**config.mk**
```make
export PLATFORM = sky130hd
export DESIGN_NAME = as13_obs_decoder
export DESIGN_NICKNAME = d
export VERILOG_FILES = /design/src/rtl/as13_obs_decoder.sv
export SDC_FILE = /design/constraint.sdc
export NUM_CORES = 1
export LEC_CHECK = 0
export CAP_MARGIN = 20
export CORE_MARGIN = 3
export CORE_UTILIZATION = 52
export CTS_CLUSTER_DIAMETER = 150
export CTS_CLUSTER_SIZE = 16
export DETAILED_ROUTE_END_ITERATION = 8
export HOLD_SLACK_MARGIN = 0.08
export PLACE_DENSITY = 0.91
export SLEW_MARGIN = 20
export SYNTH_ARGS = -nofsm -noshare
export SYNTH_HDL_FRONTEND = slang
export SYNTH_SLANG_ARGS = --single-unit
```
**constraint.sdc**
```tcl
create_clock -name clk_i -period 4.3 [get_ports clk_i]
set_input_delay 1.075 -clock clk_i [delete_from_list [all_inputs] [get_ports clk_i]]
set_output_delay 1.075 -clock clk_i [all_outputs]
set_load 0.005 [all_outputs]
```
**src/rtl/as13_obs_decoder.sv**
```systemverilog
// Runtime integrity monitor for the as13 output bus: decodes each observed word to a codeword index
// and checks the codeword sequence. Optional error-word capture is enabled by AS13_ERR_CAPTURE_EN.
module as13_obs_decoder #(
  parameter int unsigned ALARM_THRESH = 4,
  parameter int unsigned CNT_W        = 8
) (
  input  logic             clk_i,
  input  logic             rst_i,
  input  logic             obs_valid_i,
  input  logic [24:0]      obs_y_i,
  output logic             code_valid_o,
  output logic [3:0]       code_o,
  output logic             err_illegal_o,
  output logic             err_seq_o,
  output logic [CNT_W-1:0] err_count_o,
  output logic             alarm_o
`ifdef AS13_ERR_CAPTURE_EN
  ,
  output logic [24:0]      cap_word_o,
  output logic             cap_valid_o
`endif
);

  // state     | meaning
  // ST_IDLE   | no word seen since reset; first word is not sequence-checked
  // ST_TRACK  | normal tracking; Z only legal directly after D
  // ST_EXP_KF | one K seen; expecting K or F
  // ST_EXP_F  | K,K seen; expecting F
  // ST_EXP_A  | Z seen; expecting A
  localparam logic [2:0] ST_IDLE   = 3'd0;
  localparam logic [2:0] ST_TRACK  = 3'd1;
  localparam logic [2:0] ST_EXP_KF = 3'd2;
  localparam logic [2:0] ST_EXP_F  = 3'd3;
  localparam logic [2:0] ST_EXP_A  = 3'd4;

  localparam logic [3:0] CW_Z = 4'd0;
  localparam logic [3:0] CW_A = 4'd1;
  localparam logic [3:0] CW_D = 4'd4;
  localparam logic [3:0] CW_F = 4'd6;
  localparam logic [3:0] CW_K = 4'd11;

  localparam logic [CNT_W-1:0] CNT_MAX   = '1;
  localparam logic [CNT_W-1:0] THRESH_CW = CNT_W'(ALARM_THRESH);

  logic [2:0]       state_q, state_d;
  logic [3:0]       prev_q, prev_d;
  logic             code_valid_q;
  logic [3:0]       code_q, code_d;
  logic             err_illegal_q, err_seq_q;
  logic [CNT_W-1:0] cnt_q, cnt_d;
  logic             alarm_q, alarm_d;

  logic       match;
  logic [3:0] dec_code;
  logic       seq_err;
  logic       word_err;

  // Exact-match decode; bit0 of obs_y is y1.
  always_comb begin
    match    = 1'b1;
    dec_code = CW_Z;
    case (obs_y_i)
      25'h0000000: dec_code = 4'd0;
      25'h0000400: dec_code = 4'd1;
      25'h000007A: dec_code = 4'd2;
      25'h0402078: dec_code = 4'd3;
      25'h0010100: dec_code = 4'd4;
      25'h000C088: dec_code = 4'd5;
      25'h004000E: dec_code = 4'd6;
      25'h08000C8: dec_code = 4'd7;
      25'h000403A: dec_code = 4'd8;
      25'h0000300: dec_code = 4'd9;
      25'h010200C: dec_code = 4'd10;
      25'h000084A: dec_code = 4'd11;
      25'h0003038: dec_code = 4'd12;
      25'h02A8008: dec_code = 4'd13;
      25'h1020003: dec_code = 4'd14;
      25'h00A000A: dec_code = 4'd15;
      default:     match    = 1'b0;
    endcase
  end

  // Checker only advances on legal words; unmatched words leave state and history untouched.
  always_comb begin
    state_d = state_q;
    prev_d  = prev_q;
    seq_err = 1'b0;
    if (obs_valid_i && match) begin
      prev_d = dec_code;
      case (state_q)
        ST_IDLE, ST_TRACK: begin
          seq_err = (state_q == ST_TRACK) && (dec_code == CW_Z) && (prev_q != CW_D);
          if (dec_code == CW_K)      state_d = ST_EXP_KF;
          else if (dec_code == CW_Z) state_d = ST_EXP_A;
          else                       state_d = ST_TRACK;
        end
        ST_EXP_KF: begin
          if (dec_code == CW_K) begin
            state_d = ST_EXP_F;
          end else begin
            seq_err = (dec_code != CW_F);
            state_d = ST_TRACK;
          end
        end
        ST_EXP_F: begin
          seq_err = (dec_code != CW_F);
          state_d = ST_TRACK;
        end
        ST_EXP_A: begin
          seq_err = (dec_code != CW_A);
          state_d = ST_TRACK;
        end
        default: state_d = ST_TRACK;
      endcase
    end
  end

  always_comb begin
    word_err = obs_valid_i && (!match || seq_err);
    code_d   = obs_valid_i ? dec_code : code_q;
    cnt_d    = cnt_q;
    if (word_err && (cnt_q != CNT_MAX)) cnt_d = cnt_q + CNT_W'(1);
    alarm_d  = alarm_q || (cnt_d >= THRESH_CW);
  end

  always_ff @(posedge clk_i or posedge rst_i) begin
    if (rst_i) begin
      state_q       <= ST_IDLE;
      prev_q        <= CW_Z;
      code_valid_q  <= 1'b0;
      code_q        <= 4'd0;
      err_illegal_q <= 1'b0;
      err_seq_q     <= 1'b0;
      cnt_q         <= '0;
      alarm_q       <= 1'b0;
    end else begin
      state_q       <= state_d;
      prev_q        <= prev_d;
      code_valid_q  <= obs_valid_i;
      code_q        <= code_d;
      err_illegal_q <= obs_valid_i && !match;
      err_seq_q     <= seq_err;
      cnt_q         <= cnt_d;
      alarm_q       <= alarm_d;
    end
  end

  assign code_valid_o  = code_valid_q;
  assign code_o        = code_q;
  assign err_illegal_o = err_illegal_q;
  assign err_seq_o     = err_seq_q;
  assign err_count_o   = cnt_q;
  assign alarm_o       = alarm_q;

`ifdef AS13_ERR_CAPTURE_EN
  logic [24:0] cap_word_q;
  logic        cap_valid_q;

  always_ff @(posedge clk_i or posedge rst_i) begin
    if (rst_i) begin
      cap_word_q  <= '0;
      cap_valid_q <= 1'b0;
    end else if (word_err && !cap_valid_q) begin
      cap_word_q  <= obs_y_i;
      cap_valid_q <= 1'b1;
    end
  end

  assign cap_word_o  = cap_word_q;
  assign cap_valid_o = cap_valid_q;
`endif

endmodule
```
==> flow_summary.yaml, run 1 <==
synthesis:
  synth_top_area_share_pct: 30.6
  syn_avg_cell_area_sq_um: 8.69
  ys_top_cells_by_area: "dfrtp_1 31%, nor2_1 5.4%, nand2_1 5.2%, nor4_4 4.5%, nand4_1 3.7%"
  synth_seq_cells: 23
  synth.most_common_cell: "nor2_1"
  synth_cells: 216
  synth_cell_types: 57
  synth_ff_type: "dfrtp_1"
  netlist.top_cell.by_area: "dfrtp_1"
  async_reset_ff_share_pct: 100
  syn-num-nets: 245
  syn_area_sq_mm: 0.00188
  synth_edf_count: 0
  ys_warn_count: 0
  ys_seq_area_share_pct: 30.6
  synth_commonest_cells: "27 x nor2_1, 26 x nand2_1, 23 x dfrtp_1"
power:
  power_switching_mw: 0.235
  power_frac_seq_pct: 44.5
  p_per_area_mw_per_mm2: 274
  switching_share_pct: 34.5
  clkPwrFrac_pct: 15.2
  power_leakage_nw: 0.974
  peakVddDrop_mv: 0.375
  total_power_mw: 0.680
  p_comb_share_pct: 40.3
  intPower_mw: 0.445
routing:
  drt_wl_total_um: 5280
  drc: 0
  wl_per_cell_um: 16.5
  via_per_inst: 6.36
  dr.pass1.iters: 5
  ant_nets: 0
  detail_route.iter0.violations: 155
  vias: 2029
clock_tree:
  clkTransAtPathRegs_ns: 0.13
  cts.sinks: 23
  postCtsHoldBufs: 0
  h-tree-depth: 1
  cts_root_buf: "clkbuf_4"
  postCtsResizedCells: 0
  clock_latency_ns: 0.32
  post_cts_buffers: 0
  clock_path_buffers: 2
  cts_made_buffers: 3
  cts_tree: "done"
worst_setup_path:
  path_cells: "clkdlybuf4s50_1 -> nor4_4 -> nand2_1 -> or4_1 -> nor2_1 -> o22ai_1 -> a32o_1 -> a21oi_1 -> mux2i_1 -> o2111ai_2"
  crit_start: "obs_y_i[12]"
  critPathKind: "in2reg"
  endpoint_kind: "register"
  arrival_ns: 4.18
  slowest_stage: "or4_1"
  start_kind: "input port"
  path_buf_inv: 1
  critPathMaxStageDelay_ns: 0.62
  ff2ff_setup_slack_ns: 1.85
  regToRegStartpoint: "err_count_o[0]"
  cp.required_ns: 4.50
  crit_family: "simple AND/OR/NAND/NOR gates"
  r2r-end: "alarm_o"
  ff2ff_path_depth: 9
  crit_fanout: 8
grt:
  busiest_layer: "met2"
  grt_pass1_wl_um: 8840
  grt_util_all_layers_pct: 26.0
  met2_usage_pct: 39.3
  grt_start_max_net_pins: 24
  overflow: 0
  grt_pass1_vias: 1871
  grt_use_met1_pct: 35.6
  antenna_found_initial: 0
  use_met3_pct: 8.84
min_path:
  hp-class: "reg2reg"
  hold_end: "prev_q[2]"
  hold_start: "prev_q[2]"
  worst_hold_path.num_cells: 1
cells_and_area:
  syn_to_final_growth_pct: 32.0
  fin_nets: 303
  drive_gt1_share_pct: 15.0
  fin_area_sq_mm: 0.00248
  fillCellCount: 259
  utilization_pct: 72.6
  n_antenna_cell: 0
  stdcell_count: 319
timing:
  rsz0062_at_grt: "no"
  worst_slew_pin_slew_ns: 0.880
  min_period_over_period_pct: 92.7
  fin_worst_skew_ns: 0.00465
  slew_headroom_pct: 41.3
  slew_viol_final: 0
  tns_ns: 0
  setup_ws_ns: 0.313
  whs_ns: 0.501
  max_freq_mhz: 251
  finalHoldViolations: 0
  setup_viol: 0
  finalCriticalPeriod_ns: 3.99
floorplanning:
  dieHeight_um: 66.1
  dieArea_sq_mm: 0.00437
  die_w_um: 66.1
  start_util_pct: 55.0
  pin_count: 44
  row_count: 21
  coreArea_sq_mm: 0.00342
status:
  status: "complete, no violations"
placed_design:
  port_buffers: 43
  place_ws_ns: 0.0127
  globalplace.congestion: 0.997
  numPlacedInstances: 315
  hpwl_um: 4220
  placed_area_sq_mm: 0.00245
run:
  maxCapViolCount: 0
flip-flops by register name, summed over array words and instances (netlist names):
register	cells
code_valid_o	1
prev_q	4
state_q	3
err_illegal_o	1
alarm_o	1
code_o	4
err_count_o	8
err_seq_o	1
cells by family (layout without fill, tap and decap cells):
kind of cell | after synthesis | count (layout) | share of synthesized area [%]
fa+ha+maj | 1 | 1 | 0.666
mux | 3 | 3 | 1.93
buf+inv | 12 | 69 | 2.40
compound gates | 35 | 35 | 16.1
simple gates | 132 | 132 | 43.6
xor+xnor | 10 | 10 | 4.66
flops | 23 | 23 | 30.6
power by group through the flow:
stage          combinational, mW  clock, mW  sequential, mW
6_report                   0.274      0.103           0.303
5_1_grt                    0.299      0.114           0.311
4_1_cts                    0.274      0.105           0.301
3_5_place_dp               0.272          0           0.305
3_3_place_gp               0.265          0           0.303
2_1_floorplan              0.151          0           0.291
metal layers:
metal  part of all wire, %  up-vias
met5                     0        -
met4                   1.6        0
met3                    10       16
met2                    45      113
met1                    43      955
li1                      -      945
layout by cell type, fill, tap and decap left out, types with 3 or more instances in the layout:
cell type,n
a21o_1,4
clkdlybuf4s50_1,43
buf_4,13
or2_2,3
nor3_1,6
inv_1,9
and2_1,4
clkbuf_4,3
xnor2_1,5
nand3b_1,4
o21ai_0,4
nor3b_1,4
nor4_1,9
xor2_1,5
nand4_1,11
nor4_4,4
a21oi_1,3
nor2_1,27
nand3_1,11
a2111oi_0,3
nor4_2,3
nand2_1,26
dfrtp_1,23
worst register-to-register path, delay by kind of cell (launching register included):
family / cells / cell delay [ns]
compound gates: 4 / 0.89
mux: 1 / 0.26
fa+ha+maj: 1 / 0.23
simple gates: 3 / 0.52
flops: 1 / 0.44
how the worst max path moves through the flow:
stage                     cells past startpoint  slack (ns)             end
after floorplan                               9        0.89         alarm_o
after global placement                        9        0.17  err_count_o[1]
after detailed placement                     10        0.01         alarm_o
after CTS                                    10        0.36         alarm_o
final                                        10        0.31         alarm_o
after global routing                         10        0.11         alarm_o
cell type report:
type | instances | area, sq um | area share [%]
multi-input combinational | 181 | 1260 | 50.7
sequential | 23 | 576 | 23.2
timing repair buffer | 56 | 528 | 21.3
tap | 46 | 57.6 | 2.32
inverter | 9 | 33.8 | 1.36
clock buffer | 3 | 22.5 | 0.908
clock inverter | 1 | 5.00 | 0.202
No activity file was read; power rests on OpenSTA's default activity.
==> run 2: changes to the inputs <==
--- a/config.mk
+++ b/config.mk
@@ -7,12 +7,12 @@
 export LEC_CHECK = 0
 export CAP_MARGIN = 20
 export CORE_MARGIN = 3
-export CORE_UTILIZATION = 52
+export CORE_UTILIZATION = 35
 export CTS_CLUSTER_DIAMETER = 150
 export CTS_CLUSTER_SIZE = 16
 export DETAILED_ROUTE_END_ITERATION = 8
 export HOLD_SLACK_MARGIN = 0.08
-export PLACE_DENSITY = 0.91
+export PLACE_DENSITY = 0.67
 export SLEW_MARGIN = 20
 export SYNTH_ARGS = -nofsm -noshare
 export SYNTH_HDL_FRONTEND = slang
==> run 2 against run 1 <==
Critical path type unchanged; global-route usage fell by 9.4 points; cell area fell by 0.50%; sequential power barely moved; die area rose by 44%; final cell count rose by 5.0%; combinational power barely moved; non-clock buffer count fell by 8; maximum frequency fell by 0.79%; largest cell class unchanged; critical endpoint unchanged; clock power rose by 30%; wire length fell by 5.9%.
==> flow_summary.yaml, run 2 (synthesis results as in run 1) <==
grt:
  antenna_found_initial: 0
  grt_pass1_wl_um: 8470
  grt_start_max_net_pins: 24
  busiest_layer: "met2"
  met2_usage_pct: 25.2
  use_met3_pct: 3.40
  grt_pass1_vias: 1804
  grt_use_met1_pct: 23.7
  grt_util_all_layers_pct: 16.5
  overflow: 0
power:
  power_switching_mw: 0.234
  power_frac_seq_pct: 42.9
  p_per_area_mw_per_mm2: 287
  p_comb_share_pct: 38.2
  intPower_mw: 0.475
  peakVddDrop_mv: 0.279
  power_leakage_nw: 0.940
  clkPwrFrac_pct: 18.9
  switching_share_pct: 33.0
routing:
  ant_nets: 0
  drc: 0
  via_per_inst: 5.65
  detail_route.iter0.violations: 192
  wl_per_cell_um: 14.8
  vias: 1894
  dr.pass1.iters: 4
  drt_wl_total_um: 4960
clock_tree:
  post_cts_buffers: 0
  cts.sinks: 23
  postCtsResizedCells: 0
  cts_root_buf: "clkbuf_8"
  clkTransAtPathRegs_ns: 0.08
  clock_latency_ns: 0.27
  cts_made_buffers: 3
  postCtsHoldBufs: 0
  h-tree-depth: 1
  cts_tree: "done"
  clock_path_buffers: 2
cells_and_area:
  syn_to_final_growth_pct: 31.4
  drive_gt1_share_pct: 12.1
  mostFrequentLayoutCells: "43 x clkdlybuf4s50_1, 27 x nor2_1, 26 x nand2_1"
  final_common_cell: "clkdlybuf4s50_1"
  n_antenna_cell: 0
  fin_nets: 295
  utilization_pct: 48.0
  largest_reg_flops: 8
timing:
  setup_viol: 0
  worst_slew_pin_slew_ns: 0.910
  slew_headroom_pct: 39.2
  min_period_over_period_pct: 93.5
  fin_worst_skew_ns: 0.00509
  finalCriticalPeriod_ns: 4.02
  rsz0062_at_grt: "no"
  max_freq_mhz: 249
  finalHoldViolations: 0
  slew_viol_final: 0
  tns_ns: 0
run:
  maxCapViolCount: 0
worst_setup_path:
  path_buf_inv: 1
  regToRegStartpoint: "err_count_o[1]"
  crit_fanout: 8
  r2r-end: "alarm_o"
  critPathMaxStageDelay_ns: 0.58
  critPathKind: "in2reg"
  crit_end: "alarm_o"
  worstSetupPathDepth: 10
  path_cells: "clkdlybuf4s50_1 -> nor4_4 -> nand2_1 -> or4_1 -> nor2_1 -> o22ai_1 -> a32o_1 -> a21oi_1 -> mux2i_1 -> o2111ai_2"
  cp.required_ns: 4.43
  start_kind: "input port"
  crit_family: "simple AND/OR/NAND/NOR gates"
  endpoint_kind: "register"
  arrival_ns: 4.15
  slowest_stage: "or4_1"
  ff2ff_setup_slack_ns: 1.85
  ff2ff_path_depth: 9
  crit_start: "obs_y_i[12]"
status:
  status: "complete, no violations"
floorplanning:
  start_util_pct: 36.5
  pin_count: 44
  row_count: 26
  dieArea_sq_mm: 0.00628
  coreArea_sq_mm: 0.00514
  dieHeight_um: 79.3
  die_w_um: 79.3
min_path:
  hp-class: "reg2reg"
placed_design:
  hpwl_um: 3920
  port_buffers: 43
  globalplace.congestion: 0.915
==> run 2: cell count changes in the layout (fill, tap and decap cells not counted), sizes merged <==
cell / change
buf: -8
clkbuf: +1
clkinv: -1
==> run 2: how the worst min path moves through the flow <==
stage,start,to,slack (ns),depth (start not counted)
after CTS,prev_q[2],prev_q[2],0.49,1
after detailed placement,alarm_o,alarm_o,0.46,2
after global routing,prev_q[3],prev_q[3],0.52,2
after floorplan,prev_q[3],prev_q[3],0.44,2
final,prev_q[2],prev_q[2],0.48,1
after global placement,prev_q[3],prev_q[3],0.45,2
==> run 2: cell type report <==
type                       count  area [sq um]
fill                         527          2670
timing repair buffer          48           468
clock buffer                   4          45.0
sequential                    23           576
tap                           70          87.6
multi-input combinational    181          1260
inverter                       9          33.8
==> run 2: per-stage QoR <==
step                std cells  setup WS [ns]  cell area (sq um)  power (mW)  hold WS, ns
global route              335         0.0151               2470       0.751        0.519
global placement          331          0.123               2420       0.570        0.452
floorplan                 216          0.889               1880       0.442        0.439
CTS                       335          0.322               2470       0.716        0.487
detailed placement        331         0.0217               2420       0.578        0.462
finish                    335          0.281               2470       0.709        0.483
==> run 2: power groups by stage <==
stage,Clock [mW],Sequential (mW),Combinational (mW)
after floorplan,0,0.291,0.151
after global placement,0,0.306,0.264
after detailed placement,0,0.307,0.271
after CTS,0.140,0.304,0.273
after global routing,0.149,0.310,0.292
final,0.134,0.304,0.271
==> run 2: layer usage <==
| layer | share of wire, % | vias up |
|---|---|---|
| met1 | 47 | 889 |
| met2 | 45 | 75 |
| met3 | 6.6 | 9 |
| met5 | 0 | - |
| met4 | 1.1 | 0 |
| li1 | - | 921 |
